[config.mk]
export PLATFORM = sky130hd
export DESIGN_NAME = uart_key_parser
export DESIGN_NICKNAME = d
export VERILOG_FILES = /design/src/rtl/uart_key_parser.sv
export SDC_FILE = /design/constraint.sdc
export NUM_CORES = 1
export LEC_CHECK = 0
export BUFFER_PORTS_ARGS = -buffer_cell sky130_fd_sc_hd__buf_2
export CAP_MARGIN = 20
export CORE_UTILIZATION = 50
export CTS_CLUSTER_SIZE = 10
export DETAILED_ROUTE_END_ITERATION = 10
export GPL_TIMING_DRIVEN = 0
export HOLD_SLACK_MARGIN = 0.05
export PLACE_DENSITY_LB_ADDON = 0.2
export SLEW_MARGIN = 20
export SYNTH_ARGS = -nofsm -noshare
export SYNTH_HDL_FRONTEND = slang
export SYNTH_SLANG_ARGS = --single-unit
[constraint.sdc]
create_clock -name clk -period 3.9 [get_ports clk]
set_input_delay 0.39 -clock clk [delete_from_list [all_inputs] [get_ports clk]]
set_output_delay 0.39 -clock clk [all_outputs]
set_load 0.05 [all_outputs]
[src/rtl/uart_key_parser.sv]
// uart_key_parser: parses "H3H2 H1H0\n\r" hex key frames from a UART byte stream.
// Emits the 16-bit key with a valid strobe; flags bad characters and stalled frames.
module uart_key_parser #(
  parameter bit          ACCEPT_LOWER   = 1'b1,
  parameter int unsigned TIMEOUT_CYCLES = 50000,
  parameter int unsigned CNT_W          = 8
) (
  input  logic             clk,
  input  logic             rst_n,
  input  logic [7:0]       rx_data,
  input  logic             rx_valid,
  output logic [15:0]      key_out,
  output logic             key_valid,
  output logic             frame_err,
  output logic [1:0]       err_code,
  output logic [CNT_W-1:0] frame_cnt,
  output logic             busy
);

  typedef enum logic [2:0] {
    S_IDLE, S_H3, S_H2, S_SP, S_H1, S_H0, S_LF, S_RESYNC
  } state_t;

  localparam int TW = (TIMEOUT_CYCLES > 1) ? $clog2(TIMEOUT_CYCLES) : 1;
  localparam int unsigned TLIM =
    (TIMEOUT_CYCLES > 0) ? TIMEOUT_CYCLES - 1 : 0;
  localparam logic [TW-1:0] TMAX = TW'(TLIM);
  localparam bit T_EN = (TIMEOUT_CYCLES != 0);

  localparam logic [7:0] CH_LF = 8'h0A;
  localparam logic [7:0] CH_CR = 8'h0D;
  localparam logic [7:0] CH_SP = 8'h20;

  state_t        state;
  logic [15:0]   shreg;
  logic [TW-1:0] tcnt;
  logic          is_hex;
  logic [3:0]    nib;
  logic          good;
  logic          in_frame;
  logic          tmo;
  logic          is_cr;
  logic          is_lf;

  // Hex digit decode of the incoming byte
  always_comb begin
    is_hex = 1'b0;
    nib    = 4'd0;
    unique case (1'b1)
      (rx_data >= 8'h30 && rx_data <= 8'h39): begin
        is_hex = 1'b1;
        nib    = rx_data[3:0];
      end
      (rx_data >= 8'h41 && rx_data <= 8'h46): begin
        is_hex = 1'b1;
        nib    = rx_data[3:0] + 4'd9;
      end
      (ACCEPT_LOWER && rx_data >= 8'h61 && rx_data <= 8'h66): begin
        is_hex = 1'b1;
        nib    = rx_data[3:0] + 4'd9;
      end
      default: ;
    endcase
  end

  // Whether the byte is the element expected next in the frame
  always_comb begin
    good = 1'b0;
    unique case (state)
      S_IDLE, S_H3, S_SP, S_H1: good = is_hex;
      S_H2:                     good = (rx_data == CH_SP);
      S_H0:                     good = (rx_data == CH_LF);
      S_LF:                     good = (rx_data == CH_CR);
      default:                  good = 1'b0;
    endcase
  end

  assign is_cr    = (rx_data == CH_CR);
  assign is_lf    = (rx_data == CH_LF);
  assign in_frame = (state != S_IDLE) && (state != S_RESYNC);
  assign tmo      = T_EN && in_frame && !rx_valid && (tcnt == TMAX);

  // Frame FSM with registered outputs and inter-byte timeout
  always_ff @(posedge clk or negedge rst_n) begin
    if (!rst_n) begin
      state     <= S_IDLE;
      shreg     <= 16'h0000;
      tcnt      <= '0;
      key_out   <= 16'h0000;
      key_valid <= 1'b0;
      frame_err <= 1'b0;
      err_code  <= 2'd0;
      frame_cnt <= '0;
      busy      <= 1'b0;
    end else begin
      key_valid <= 1'b0;
      frame_err <= 1'b0;
      if (rx_valid) begin
        tcnt <= '0;
        if (state == S_RESYNC) begin
          if (is_cr) begin
            state <= S_IDLE;
            busy  <= 1'b0;
          end
        end else if (state == S_IDLE && (is_cr || is_lf)) begin
          state <= S_IDLE;
        end else if (good) begin
          if (is_hex) shreg <= {shreg[11:0], nib};
          if (state == S_LF) begin
            state     <= S_IDLE;
            busy      <= 1'b0;
            key_out   <= shreg;
            key_valid <= 1'b1;
            frame_cnt <= frame_cnt + CNT_W'(1);
          end else begin
            state <= state_t'(state + 3'd1);
            busy  <= 1'b1;
          end
        end else begin
          state     <= S_RESYNC;
          busy      <= 1'b1;
          frame_err <= 1'b1;
          err_code  <= 2'd1;
        end
      end else if (tmo) begin
        state     <= S_IDLE;
        busy      <= 1'b0;
        frame_err <= 1'b1;
        err_code  <= 2'd2;
        tcnt      <= '0;
      end else if (in_frame && T_EN) begin
        tcnt <= tcnt + TW'(1);
      end else begin
        tcnt <= '0;
      end
    end
  end

endmodule

# Word level (Yosys, flattened, before mapping)
# Index checks and enable logic that the tools add are counted.
# totals
out_inout_bits	29
regBits	64
word_cells	93
inputBits	11
# classes
reduce_logical	20
add_sub_neg	4
magnitude_cmp	6
n_mux	35
n_eq_ne	17
bitwise_logic	2
# op_table
operator	n
16-bit two-way mux	3
3-bit two-way mux	7
1-bit two-way mux	18
16-bit by 1-bit adder with 16-bit output (second input constant)	1
16-bit equality test (second input constant)	1
8-bit by 4-bit equality test with 1-bit output (second input constant)	2
8-bit by 7-bit greater-or-equal comparator with 1-bit output (second input constant)	2
8-bit by 7-bit less-or-equal comparator with 1-bit output (second input constant)	2
3-bit equality test (second input constant)	4
2-bit two-way mux	5
5-bit AND reduction	2
3-bit != test (second input constant)	3
8-bit by 1-bit adder with 8-bit output (second input constant)	1
8-bit by 6-bit equality test with 1-bit output (second input constant)	1
8-bit by 6-bit greater-or-equal comparator with 1-bit output (second input constant)	1
8-bit by 6-bit less-or-equal comparator with 1-bit output (second input constant)	1
4-bit case mux with 2 select lines	1
1-bit logical AND	7
3-bit by 2-bit equality test with 1-bit output (second input constant)	2
2-bit != test (second input constant)	3
4-bit adder (second input constant)	1
1-bit case mux with 4 select lines	1
4-bit AND reduction	1
4-bit OR reduction	1
other kinds (12)	13

# Longest topological paths before layout
# logic_depth
depth_word	9
mapped_depth	10

# Least setup slack after synthesis
# No wires, ideal clock.
# synth_path
path_type	input port to flip-flop
start	in rx_data[1]
end	reg shreg[10]
t_arrival_ns	2.086
slack_ns	1.689
required_ns	3.775
path_stages	9
path_buffers	2
path_cell_list	inv_1 ha_1 o21bai_1 a2111oi_2 or2_1 o311a_1 buf_6 buf_12 mux2_4
# synth_via
elab_chain_len	6
elab_cells_between_ends	19
# synth_rtl
item	line	source
from (decl)	10	input logic [7:0] rx_data,
8-bit by 6-bit greater-or-equal comparator with 1-bit output (tied with other cells)	50	(rx_data >= 8'h30 && rx_data <= 8'h39): begin
1-bit logical AND, on equally long branches	50, 54, 58	
3-bit OR reduction (no source line)	n/a	
1-bit two-way mux	49	unique case (1'b1)
1-bit case mux with 4 select lines	69	unique case (state)
5-bit AND reduction (no source line) (*)	n/a	
to (signal assigned)	108	if (is_hex) shreg <= {shreg[11:0], nib};
to (decl)	35	logic [15:0] shreg;
# Mark *: on every way between the ends. The rest lies on a longest branch, timed or not.
# A chain may end at the register's enable or synchronous reset.

# Worst setup path in the final report
# layout_path
start	reg state[0]
end	reg key_out[7]
# layout_via
elab_chain_len	4
elab_cells_between_ends	14
# layout_rtl
item	line	source
from (decl)	34	state_t state;
from (signal assigned)	116	state <= state_t'(state + 3'd1);
3-bit by 1-bit equality test with 1-bit output (tied with other cells)	69	
4-bit OR reduction or 1-bit logical AND (tied branches)	69, 105	
1-bit case mux with 4 select lines or 1-bit NOT (tied branches)	n/a	
5-bit AND reduction (no source line) (*)	n/a	
to (signal assigned)	112	key_out <= shreg;
to (decl)	12	output logic [15:0] key_out,
# Marks and branches as above.

==> summary.md <==
| Metric | Value |
|---|---|
| Flops & latches, synth | 64 |
| Data arrival time of the worst path | 2800 ps |
| CTS buffer count | 9 |
| GRT Resource Usage Total | 19.4% |
| Critical path's slowest cell | nor4_1 |
| Place WS | 1290 ps |
| Cell accounting for the most synthesized area | dfrtp_1 |
| Max-Cap Viols | 0 |
| Leak Pwr | 1.79 nW |
| Critical R2R Capture | key_out[7]$_DFFE_PN0P_ |
| Comb pwr share | 17.7% |
| Req. time, crit path | 4120 ps |
| Final WS setup | 1320 ps |
| Reg power frac | 45.7% |
| GR Overflow Total | 0 |
| Vias in the first global route | 1940 |
| Stages on the worst setup path | 7 |
| Tot Pwr | 1.69 mW |
| Clock root buffer | clkbuf_8 |
| Final wirelength | 5370 µm |
| Reg2reg start | state[0]$_DFFE_PN0P_ |
| Synth Instances | 251 |
| Avg Cell Area, Syn | 12.2 µm² |
| Syn nets | 270 |
| Outcome | finished, violations left |
| Share of cells above drive strength 1 | 33.2% |
| Post-synth EDFFs | 0 |
| Clock Latency Late Sink | 340 ps |
| First-pass GRT wire length | 9290 µm |
| Unrepaired setup endpoints after global routing | false |
| CP startpoint | state[0]$_DFFE_PN0P_ |
| Violated checks | DRC |
| Largest family of logic cells by synthesized area | simple AND/OR/NAND/NOR gates |
| FF-to-FF setup slack | 1320 ps |
| Largest cells by area after synthesis | dfrtp_1 52%, mux2_2 8.5%, mux2_4 4.9% |
| Post-Synth Adder-Cell Area | 3.28% |
| Yosys warnings | 0 |
| Sw frac | 28.9% |
| CP Launch Type | register |
| Clock sink count | 64 |
| Core box area | 5920 µm² |
| Mapped cell area | 3060 µm² |
| DR vias | 2031 |
| Crit path to | key_out[7]$_DFFE_PN0P_ |
| Synth async-reset ratio | 100% |
| CP max stage delay | 570 ps |
| Num rows | 28 |
| Wl on met1 | 2670 µm |
| Ant diodes | 0 |
| CP dominant cell by count | buf_2 |
| Final Hold Violating Endpoints | 0 |
| Clk pwr share | 36.6% |
| Peak supply drop | 0.253 mV |
| Most instantiated cells after synthesis | 64 x dfrtp_1, 23 x mux2_2, 23 x nor2_1 |
| Initial antenna violation count | 0 |
| Sw power | 0.488 mW |
| Sequential area share after synthesis | 52.4% |
| Port Buffers | 38 |
| Post-CTS setup buffer count | 0 |
| CP top delay family | simple AND/OR/NAND/NOR gates |
| Most common cell in the netlist | dfrtp_1 |
| Buffers and inverters on the worst path | 2 |
| Final Non-Filler Cells | 382 |
| Die extent in y | 80.2 µm |
| Mux contribution to synthesized area | 14.4% |
| Internal | 1.20 mW |
| Tcrit/Tclk final | 66.2% |
| Chip width | 80.2 µm |
| Clk buf depth | 2 |
| Min Tclk post-route | 2580 ps |
| Critical path, cell by cell | buf_2, and2_1, ha_1, nand2b_1, nor4_1, buf_2, mux2_2 |
| Highest Clock Rate | 387 MHz |
| Top Layer Used | met4 |
| Pwr dens | 469 nW/µm² |
| Worst slew pin tran | 563 ps |
| Routed Antenna Nets | 0 |
| CP Max Fanout | 10 |
| Final setup TNS | 0 ps |
| CTS tree | built |
| Initial DRT Pass Iterations | 8 |
| Worst Setup Path Type | reg2reg |
| Distinct cells, synth | 51 |
| Effective utilization at floorplan | 51.6% |
| Compound-Gate Fraction of Synth Area | 4.46% |
| IO Count | 40 |
| Placed instance count | 365 |
| Fin Clk Skew | 8.03 ps |
| Hpwl dp | 3870 µm |
| Gp weighted congestion | 0.794 |
| DRC | 1 |
| Crit end category | register |
| Slew Viols, Final | 0 |
| Top cell type's share of synthesized area | 52.4% |
| Layout area overhead | 17.8% |
| Fin nets | 321 |
| Fillers | 471 |
| Worst Hold Depth | 2 |
| Synth Area in XOR/XNOR | 6.02% |
| Die footprint | 6430 µm² |
| Detailed Route Iter0 Violations | 92 |
| Avg WL per Cell | 14.1 µm |
| Hold WC Path Type | in2reg |
| CTS H-Tree Depth | 3 |
| Worst hold slack | 269 ps |
| Headroom to the max-slew limit | 62.1% |
| Setup-failing EPs final | 0 |
| WL met3 | 208 µm |
| Ys flop type | dfrtp_1 |
| R2R depth | 7 |
| Post-synthesis simple-gate area fraction | 16.2% |
| Met2 routed wirelength | 2400 µm |
| Clock-pin slew reported for the worst setup and hold paths after clock tree synthesis | 70 ps |
| Largest net degree at the start of global routing | 49 |
| Vias per inst | 5.32 |
==> final cells by class <==
class,count,area (µm²),share of cell area (%)
repair buffers,40,230,6.40
inverters,7,26.3,0.730
flip-flops and latches,64,1600,44.5
clock inverters,7,95.1,2.64
multi-input cells,171,1360,37.7
plain buffers,9,71.3,1.98
well taps,75,93.8,2.61
clock buffers,9,124,3.44
==> worst min path at each step <==
stage / endpoint / slack (ps) / from
after floorplan: busy$_DFFE_PN0P_ / 90 / rst_n
after global placement: tcnt[0]$_DFF_PN0_ / 450 / tcnt[0]$_DFF_PN0_
after detailed placement: tcnt[15]$_DFF_PN0_ / 280 / rst_n
after CTS: tcnt[2]$_DFF_PN0_ / 250 / rx_valid
after global routing: tcnt[2]$_DFF_PN0_ / 260 / rx_valid
final: tcnt[2]$_DFF_PN0_ / 270 / rx_valid
==> layer usage <==
layer / track usage (%) / up-vias
li1: - / 992
met1: 27.0 / 987
met2: 27.8 / 41
met3: 5.57 / 11
met4: 8.57 / 0
met5: 0 / -
==> sequential cells by signal (all words and copies together), names as in the netlist <==
register / cells
state: 3
err_code: 2
busy: 1
tcnt: 16
frame_cnt: 8
shreg: 16
key_out: 16
key_valid: 1
frame_err: 1
==> what timing repair did <==
action / 4_1_cts / 5_1_grt
hold endpoints to repair: 16 / 0
hold buffers: 1 / 0
resized for setup: 0 / 0
==> cells by family (layout without fill, tap and decap cells) <==
group / Yosys count / after routing
compound gates: 19 / 19
xor+xnor: 21 / 21
fa+ha+maj: 8 / 8
buf+inv: 16 / 72
flops: 64 / 64
mux: 36 / 36
simple gates: 87 / 87
==> power by group through the flow <==
| stage | Sequential (mW) | Clock (mW) | Combinational, mW |
|---|---|---|---|
| 6_report | 0.773 | 0.618 | 0.299 |
| 2_1_floorplan | 0.808 | 0 | 0.188 |
| 5_1_grt | 0.780 | 0.670 | 0.338 |
| 3_3_place_gp | 0.784 | 0 | 0.289 |
| 4_1_cts | 0.771 | 0.634 | 0.303 |
| 3_5_place_dp | 0.784 | 0 | 0.299 |
==> metrics by stage <==
step,instance area (µm²),utilization (%)
2_1_floorplan,3060,-
3_3_place_gp,3340,56.4
3_5_place_dp,3370,56.9
4_1_cts,3600,60.8
5_1_grt,3600,60.8
6_report,3600,60.8
==> cells in the final DEF (no fill, tap or decap), drive strengths merged, types with 2 or more instances in the layout <==
master | synthesis | layout
a21oi | 3 | 3
and3 | 7 | 7
buf | 8 | 47
bufinv | 0 | 2
clkbuf | 1 | 10
clkinv | 0 | 3
dfrtp | 64 | 64
ha | 8 | 8
inv | 7 | 8
mux2 | 34 | 34
mux2i | 2 | 2
nand2 | 12 | 12
nand3 | 7 | 7
nand4 | 8 | 8
nand4b | 2 | 2
nor2 | 23 | 23
nor2b | 2 | 2
nor3 | 8 | 8
nor3b | 3 | 3
nor4 | 2 | 2
o21ai | 6 | 6
or2 | 2 | 2
or4b | 2 | 2
xnor2 | 10 | 10
xor2 | 11 | 11
(Power assumes the default switching activity.)
